===== src/rtl/key_multi_debounce.sv =====
// key_multi_debounce: N-channel active-low key debouncer with press/release/long-press pulses and level output.
// Define KEY_REPEAT_EN to add auto-repeat key_vld pulses after a long press.
module key_multi_debounce #(
    parameter int KEY_NUM    = 4,
    parameter int T_DEBOUNCE = 2_000_000,
    parameter int T_LONG     = 100_000_000,
    parameter int T_REPEAT   = 20_000_000
) (
    input  logic               clk,
    input  logic               rst,
    input  logic [KEY_NUM-1:0] key,
    output logic [KEY_NUM-1:0] key_vld,
    output logic [KEY_NUM-1:0] key_rel,
    output logic [KEY_NUM-1:0] key_long,
    output logic [KEY_NUM-1:0] key_state
);
    localparam int T_MAX = (T_LONG > T_DEBOUNCE) ? ((T_LONG > T_REPEAT) ? T_LONG : T_REPEAT)
                                                 : ((T_DEBOUNCE > T_REPEAT) ? T_DEBOUNCE : T_REPEAT);
    localparam int CNT_W = $clog2(T_MAX);
    localparam logic [CNT_W-1:0] ONE       = CNT_W'(1);
    localparam logic [CNT_W-1:0] DEB_LAST  = CNT_W'(T_DEBOUNCE - 1);
    localparam logic [CNT_W-1:0] LONG_LAST = CNT_W'(T_LONG - 1);
`ifdef KEY_REPEAT_EN
    localparam logic [CNT_W-1:0] REP_LAST  = CNT_W'(T_REPEAT - 1);
`endif

    typedef enum logic [1:0] {IDLE, DOWN_FILT, HELD, UP_FILT} state_t;

    logic [KEY_NUM-1:0] s1_q, s2_q;

    always_ff @(posedge clk) begin
        s1_q <= rst ? '1 : key;
        s2_q <= rst ? '1 : s1_q;
    end

    for (genvar i = 0; i < KEY_NUM; i++) begin : g_ch
        state_t st_q, st_d;
        logic [CNT_W-1:0] cnt_q, cnt_d, hold_q, hold_d;
        logic long_q, long_d, vld_q, vld_d, rel_q, rel_d, lng_q, lng_d, lvl_q, lvl_d;
`ifdef KEY_REPEAT_EN
        logic [CNT_W-1:0] rep_q, rep_d;
`endif

        always_comb begin
            st_d   = st_q;
            cnt_d  = '0;
            hold_d = hold_q;
            long_d = long_q;
            vld_d  = 1'b0;
            rel_d  = 1'b0;
            lng_d  = 1'b0;
`ifdef KEY_REPEAT_EN
            rep_d  = rep_q;
`endif
            case (st_q)
                IDLE: st_d = s2_q[i] ? IDLE : DOWN_FILT;
                DOWN_FILT: begin
                    cnt_d = cnt_q + ONE;
                    if (s2_q[i]) begin
                        st_d  = IDLE;
                        cnt_d = '0;
                    end else if (cnt_q == DEB_LAST) begin
                        st_d  = HELD;
                        cnt_d = '0;
                        vld_d = 1'b1;
                    end
                end
                HELD: begin
                    // long detection runs before the release check so both can happen together
                    hold_d = (hold_q == LONG_LAST) ? hold_q : hold_q + ONE;
                    lng_d  = (hold_q == LONG_LAST) && !long_q;
                    long_d = long_q | lng_d;
`ifdef KEY_REPEAT_EN
                    if (long_q) begin
                        rep_d = (rep_q == REP_LAST) ? '0 : rep_q + ONE;
                        vld_d = rep_q == REP_LAST;
                    end
`endif
                    st_d = s2_q[i] ? UP_FILT : HELD;
                end
                UP_FILT: begin
                    cnt_d = cnt_q + ONE;
                    if (!s2_q[i]) begin
                        st_d  = HELD;
                        cnt_d = '0;
                    end else if (cnt_q == DEB_LAST) begin
                        st_d   = IDLE;
                        cnt_d  = '0;
                        rel_d  = 1'b1;
                        hold_d = '0;
                        long_d = 1'b0;
`ifdef KEY_REPEAT_EN
                        rep_d  = '0;
`endif
                    end
                end
                default: st_d = IDLE;
            endcase
            lvl_d = (st_d == HELD) || (st_d == UP_FILT);
        end

        always_ff @(posedge clk) begin
            if (rst) begin
                st_q   <= IDLE;
                cnt_q  <= '0;
                hold_q <= '0;
                long_q <= 1'b0;
                vld_q  <= 1'b0;
                rel_q  <= 1'b0;
                lng_q  <= 1'b0;
                lvl_q  <= 1'b0;
`ifdef KEY_REPEAT_EN
                rep_q  <= '0;
`endif
            end else begin
                st_q   <= st_d;
                cnt_q  <= cnt_d;
                hold_q <= hold_d;
                long_q <= long_d;
                vld_q  <= vld_d;
                rel_q  <= rel_d;
                lng_q  <= lng_d;
                lvl_q  <= lvl_d;
`ifdef KEY_REPEAT_EN
                rep_q  <= rep_d;
`endif
            end
        end

        assign key_vld[i]   = vld_q;
        assign key_rel[i]   = rel_q;
        assign key_long[i]  = lng_q;
        assign key_state[i] = lvl_q;
    end
endmodule


===== config.mk =====
export PLATFORM = sky130hd
export DESIGN_NAME = key_multi_debounce
export DESIGN_NICKNAME = d
export VERILOG_FILES = /design/src/rtl/key_multi_debounce.sv
export SDC_FILE = /design/constraint.sdc
export NUM_CORES = 1
export LEC_CHECK = 0
export ABC_AREA = 1
export CORE_MARGIN = 2
export CORE_UTILIZATION = 55
export DETAILED_ROUTE_END_ITERATION = 7
export GPL_ROUTABILITY_DRIVEN = 0
export PLACE_DENSITY = 0.68
export RECOVER_POWER = 100
export SETUP_SLACK_MARGIN = 0.1
export SKIP_CTS_REPAIR_TIMING = 1
export SYNTH_ARGS = -nofsm -noshare
export SYNTH_HDL_FRONTEND = slang
export SYNTH_SLANG_ARGS = --single-unit

===== constraint.sdc =====
create_clock -name clk -period 2.09 [get_ports clk]
set_input_delay 0.627 -clock clk [delete_from_list [all_inputs] [get_ports clk]]
set_output_delay 0.627 -clock clk [all_outputs]
set_load 0.005 [all_outputs]

==> out/qor.csv, run 1 <==
stage,metric,value,unit
run_status,outcome,completed,
global_route,largest net degree at the start of global routing,62,
synth,Netlist cell types,45,
worst_setup_path,stages on the worst setup path,11,
global_route,M2 GR Usage,0.431,
synth,Post-synth EDFFs,0,
clock_tree,clk root buf,clkbuf_16,
finish,area grow syn2layout,12.9,%
worst_hold_path,worst hold start,s1_q[1]$_SDFF_PP1_,
sta,unrepaired setup endpoints after global routing,false,
floorplan,die width,170,microns
worst_setup_path,Setup Crit Path Kind,reg2reg,
routing,routed len/inst,13.1,microns
worst_setup_path,R2R setup slack,0.20,ns
finish,most frequent cells in the layout,"nand2_1 (769), nor2_1 (523), dfxtp_1 (247)",
global_route,GR Util All Layers,0.258,
floorplan,die area,28800,sq um
finish,post-route insts no fill,2902,
sta,clock skew,0.0128,ns
routing,1st-iter DRT viols,1205,
global_route,vias in the first global route,14100,
routing,via count,15200,
routing,drt drc,0,
global_route,met1 Use GR,0.358,
clock_tree,Worst-Skew Late Latency,0.55,ns
worst_setup_path,CP Capture Type,register,
routing,vias per inst,5.25,
clock_tree,clock-pin slew on the worst setup and hold paths,0.05,ns
routing,Final ANT Viol Nets,0,
synth,Post-Synthesis Cells,2488,
power,Worst VDD drop,0.675,mV
synth,mean post-synth cell area,6.08,sq um
clock_tree,CTS tree,yes,
sta,final hold violation count,0,
worst_setup_path,crit path cell chain,"ha_1, nand2_1, nor2_2, clkbuf_4, nand3_1, nor2_2, nand3_2, nand2_4, nand2_8, nand2_1, a21oi_1",
sta,Final setup viols,0,
worst_setup_path,worst reg2reg path startpoint,g_ch[1].cnt_q[0]$_SDFF_PP0_,
synth,Yosys reg bits,252,
finish,layout cells sized above 1,0.0816,
finish,ANT cells,0,
power,Lkg Pwr,5.95,nW
worst_setup_path,r2r endpoint,g_ch[1].hold_q[6]$_SDFFE_PP0P_,
sta,worst slew pin tran,1.29,ns
synth,top post-synthesis cells by area,"dfxtp_1 (33%), nand2_1 (19%), nor2_1 (13%), nand3_1 (6.2%), inv_1 (5.7%)",
sta,final period utilization,0.906,
synth,register area share after synthesis,0.334,
synth,ys async rst share,0,
worst_setup_path,r2r worst-path depth,11,
global_route,M3 GR Usage,0.0328,
sta,max-slew violations,0,
synth,yosys warns,0,
clock_tree,H-Tree Depth,1,
sta,Final Critical Period,1.89,ns
synth,synthesized cell area,15100,sq um
place,IO buf count,21,
global_route,global-route wire length before repair,64.0,mm
finish,"commonest non-fill, non-tap cell in the layout",nand2_1,
worst_setup_path,Critical Path End,g_ch[1].hold_q[6]$_SDFFE_PP0P_,
worst_setup_path,"Largest delay share family, worst path",simple AND/OR/NAND/NOR gates,
worst_hold_path,min-delay worst type,reg2reg,
worst_setup_path,crit path from,g_ch[1].cnt_q[0]$_SDFF_PP0_,
floorplan,row cnt,60,
floorplan,Die Y,170,microns
run,# Max-Cap Violations,0,
worst_setup_path,WP data required,2.45,ns
finish,nets,2553,
worst_setup_path,Buf/Inv on CP,1,
sta,fmax,0.528,GHz
worst_setup_path,slowest CP cell,dfxtp_2,
worst_setup_path,crit path launch type,register,
floorplan,# IOs,22,
worst_setup_path,CP Max Fanout,13,
synth,Main synth FF type,dfxtp_1,
sta,setup_tns,0,ns
clock_tree,Num CTS Buffers,29,
worst_hold_path,Worst Hold Depth,1,
clock_tree,CTS Sinks,252,
global_route,initial antenna violation count,0,
worst_setup_path,WP data arrival,2.26,ns
clock_tree,clock tree buffer depth,3,
synth,"area leader, netlist",dfxtp_1,
synth,syn_nets,2502,
sta,slew margin rel.,0.141,
routing,Pre-antenna DRT Iters,5,
floorplan,core area,27000,sq um
global_route,most used routing layer,met2,
place,DP Wirelength,27.0,mm
power,Pwr Density,613,nW/um^2
synth,share of the synthesized area in the top cell type,0.334,
worst_setup_path,slowest cell delay on critical path,0.33,ns
global_route,gr ovfl total,0,
place,placed insts,2832,
floorplan,Initial Util,0.561,
routing,final WL,38.1,mm
==> worst min path at each step <==
stage	endpoint	slack, ns
final	s2_q[1]$_SDFF_PP1_	0.41
after global routing	s2_q[1]$_SDFF_PP1_	0.42
after CTS	s2_q[1]$_SDFF_PP1_	0.41
after detailed placement	s2_q[0]$_SDFF_PP1_	0.40
after global placement	s2_q[1]$_SDFF_PP1_	0.40
after floorplan	s2_q[0]$_SDFF_PP1_	0.39
==> registers in the layout, summed over array words and instances, names as in the netlist <==
register,count
g_ch.hold_q,108
s1_q,4
g_ch.long_q,4
g_ch.rel_q,4
g_ch.st_q,8
g_ch.vld_q,4
g_ch.lng_q,4
s2_q,4
g_ch.cnt_q,108
g_ch.lvl_q,4
==> per-stage QoR <==
| step | instance area [sq um] | hold slack, ns | util | setup WS [ns] | total power (W) |
|---|---|---|---|---|---|
| 2_1_floorplan | 15100 | 0.389 | - | 0.303 | 0.00498 |
| 3_3_place_gp | 15700 | 0.397 | 0.584 | 0.200 | 0.00502 |
| 3_5_place_dp | 15700 | 0.397 | 0.584 | 0.159 | 0.00502 |
| 4_1_cts | 16800 | 0.411 | 0.623 | -0.0205 | 0.0106 |
| 5_1_grt | 17100 | 0.416 | 0.634 | 0.0533 | 0.0108 |
| 6_report | 17100 | 0.406 | 0.634 | 0.197 | 0.0105 |
==> routing by layer <==
metal	vias up	wire, microns
li1	7964	-
met1	6872	17800
met2	353	17600
met3	57	1970
met4	0	707
met5	-	0
==> Yosys cell counts (3+ instances only) <==
library cell,instances
nor2_1,533
inv_2,8
nor2_4,6
inv_1,228
nand2_1,768
xnor2_1,25
nor3b_1,10
nor3_1,46
o21bai_1,8
buf_2,13
o21ai_0,24
nor3_2,3
nand3_1,186
a31oi_1,9
buf_4,18
a21oi_1,138
clkbuf_1,26
ha_1,8
a21oi_2,5
or2_2,11
nor4_1,13
xor2_1,42
nand4_1,42
dfxtp_1,252
a211oi_1,5
nand2_2,12
nor2_2,8
nand2_4,8
buf_6,13
==> power breakdown <==
part | leakage [nW] | switching [W] | total [W] | internal [W]
Combinational | 3.39 | 0.0000673 | 0.0000940 | 0.0000267
Sequential | 2.03 | 0.00000939 | 0.00482 | 0.00481
Clock | 0.525 | 0.00204 | 0.00556 | 0.00352
==> cell type report <==
type                       instances  area, sq um
fill                            2622         9880
multi-input combinational       1931         8910
sequential                       252         5050
inverter                         239          907
clock buffer                      40          837
timing repair buffer              86          722
tap                              341          427
clock inverter                    13          219
==> cell families after synthesis <==
family,share of synthesized area
simple gates,0.463
fa+ha+maj,0.00662
compound gates,0.0682
flops,0.334
xor+xnor,0.0388
buf+inv,0.0896
(Power assumes the default switching activity.)
==> inputs of run 2 (changes only) <==
CAP_MARGIN = 0   (was default)
==> results of run 2 <==
Final layout, timing and power as in run 1 (identical DEF).
==> inputs of run 3 (changes only) <==
RECOVER_POWER = 25   (was 100)
SETUP_SLACK_MARGIN = 0.2   (was 0.1)
==> run 3 against run 2 <==
  * Worst hold slack improved by 0.00051 ns
  * Global-route usage did not move
  * Via count rose by 1.9%
  * Sequential power barely moved
  * Die area did not move
  * Sequential share of layout area fell by 0.89 points
  * Clock power barely moved
  * Largest power group unchanged
==> out/qor.csv, run 3 (synthesis results as in run 1) <==
stage,metric,value,unit
worst_setup_path,worst reg2reg path startpoint,g_ch[1].cnt_q[0]$_SDFF_PP0_,
worst_setup_path,R2R setup slack,0.18,ns
finish,fillers,2550,
worst_setup_path,r2r endpoint,g_ch[1].hold_q[16]$_SDFFE_PP0P_,
worst_hold_path,worst hold start,s1_q[1]$_SDFF_PP1_,
clock_tree,clk root buf,clkbuf_16,
sta,unrepaired setup endpoints after global routing,true,
sta,max-slew violations,0,
power,Pwr Density,594,nW/um^2
routing,drt drc,0,
run,# Max-Cap Violations,0,
global_route,GR Util All Layers,0.258,
routing,1st-iter DRT viols,1306,
place,placed insts,2832,
finish,post-route insts no fill,2927,
floorplan,# IOs,22,
finish,Largest regs,"g_ch.cnt_q x108, g_ch.hold_q x108, g_ch.st_q x8",
floorplan,die area,28800,sq um
worst_setup_path,"Largest delay share family, worst path",simple AND/OR/NAND/NOR gates,
clock_tree,H-Tree Depth,1,
floorplan,Initial Util,0.561,
sta,Final Critical Period,1.91,ns
routing,Pre-antenna DRT Iters,6,
finish,area grow syn2layout,16.7,%
routing,routed len/inst,13.4,microns
sta,final hold violation count,0,
finish,Reg area,5060,sq um
global_route,largest net degree at the start of global routing,62,
power,Worst VDD drop,0.674,mV
clock_tree,clock-pin slew on the worst setup and hold paths,0.06,ns
run_status,outcome,completed,
finish,area of the multi-input gates,9190,sq um
worst_setup_path,crit path cell chain,"ha_4, nand2_4, nor2_4, buf_4, nand3_1, nor2_1, nand3_4, nand2_4, buf_4, nand3_1, a21oi_1",
worst_hold_path,min-delay worst type,reg2reg,
routing,vias per inst,5.31,
floorplan,die width,170,microns
sta,final hold slack,0.406,ns
finish,ANT cells,0,
clock_tree,CTS Sinks,252,
finish,nets,2578,
worst_setup_path,CP Capture Type,register,
sta,clock skew,0.0170,ns
worst_setup_path,CP Max Fanout,6,
worst_setup_path,Buf/Inv on CP,2,
sta,fmax,0.524,GHz
power,Power Total,0.0105,W
worst_hold_path,Worst Hold Depth,1,
sta,slew margin rel.,0.107,
worst_hold_path,Hold Path Sink,s2_q[1]$_SDFF_PP1_,
routing,final WL,39.3,mm
worst_setup_path,slowest cell delay on critical path,0.36,ns
sta,Final setup viols,0,
global_route,gr ovfl total,0,
floorplan,row cnt,60,
clock_tree,clock tree buffer depth,3,
worst_setup_path,WP data arrival,2.36,ns
worst_setup_path,r2r worst-path depth,11,
sta,final period utilization,0.913,
clock_tree,Num CTS Buffers,29,
clock_tree,Worst-Skew Late Latency,0.56,ns
global_route,vias in the first global route,14100,
power,Lkg Pwr,6.48,nW
worst_setup_path,slowest CP cell,dfxtp_4,
place,pre-CTS setup slack,0.159,ns
finish,most frequent cells in the layout,"nand2_1 (758), nor2_1 (509), dfxtp_1 (240)",
global_route,global-route wire length before repair,64.0,mm
sta,Setup WS post-layout,0.182,ns
worst_setup_path,Setup Crit Path Kind,reg2reg,
routing,Final ANT Viol Nets,0,
place,DP Wirelength,27.0,mm
clock_tree,CTS tree,yes,
place,IO buf count,21,
sta,worst slew pin tran,1.34,ns
finish,layout cells sized above 1,0.108,
floorplan,core area,27000,sq um
worst_setup_path,crit path launch type,register,
worst_setup_path,WP data required,2.55,ns
routing,via count,15500,
floorplan,Die Y,170,microns
finish,"commonest non-fill, non-tap cell in the layout",nand2_1,
global_route,initial antenna violation count,0,
run 3: metal layers:
metal	GRT usage	share of wire	vias up
met1	0.358	0.46	7034
met5	0	0	-
met4	0.0587	0.019	0
met2	0.431	0.46	425
li1	-	-	8018
met3	0.0328	0.056	60
run 3: where the power goes:
group / leakage, nW / internal, W / total (W) / switching, W
Clock: 0.525 / 0.00352 / 0.00556 / 0.00204
Combinational: 3.92 / 0.0000271 / 0.0000962 / 0.0000691
Sequential: 2.04 / 0.00481 / 0.00482 / 0.00000962
run 3: worst max path at each step:
| stage | from | slack, ns | depth (start not counted) | endpoint |
|---|---|---|---|---|
| final | g_ch[1].cnt_q[0]$_SDFF_PP0_ | 0.18 | 11 | g_ch[1].hold_q[16]$_SDFFE_PP0P_ |
| after global routing | g_ch[1].cnt_q[1]$_SDFF_PP0_ | 0.06 | 11 | g_ch[1].hold_q[9]$_SDFFE_PP0P_ |
| after CTS | g_ch[1].rel_q$_SDFF_PP0_ | -0.02 | 1 | key_rel[1] |
| after detailed placement | g_ch[2].cnt_q[0]$_SDFF_PP0_ | 0.16 | 12 | g_ch[2].hold_q[23]$_SDFFE_PP0P_ |
| after global placement | g_ch[0].cnt_q[0]$_SDFF_PP0_ | 0.20 | 11 | g_ch[0].cnt_q[26]$_SDFF_PP0_ |
| after floorplan | rst | 0.30 | 9 | g_ch[2].cnt_q[8]$_SDFF_PP0_ |
run 3: through the flow:
step                area [sq um]  setup TNS (ns)  utilization
floorplan                  15100               0            -
global placement           15700               0        0.584
detailed placement         15700               0        0.584
CTS                        16800         -0.0205        0.623
global route               17700               0        0.655
finish                     17700               0        0.655
run 3: area by class of cell:
| type | count | share of cell area |
|---|---|---|
| Multi-Input combinational cell | 1934 | 0.521 |
| Clock inverter | 13 | 0.0124 |
| Inverter | 239 | 0.0517 |
| Tap cell | 341 | 0.0242 |
| Clock buffer | 40 | 0.0474 |
| Timing Repair Buffer | 108 | 0.0567 |
| Sequential cell | 252 | 0.287 |
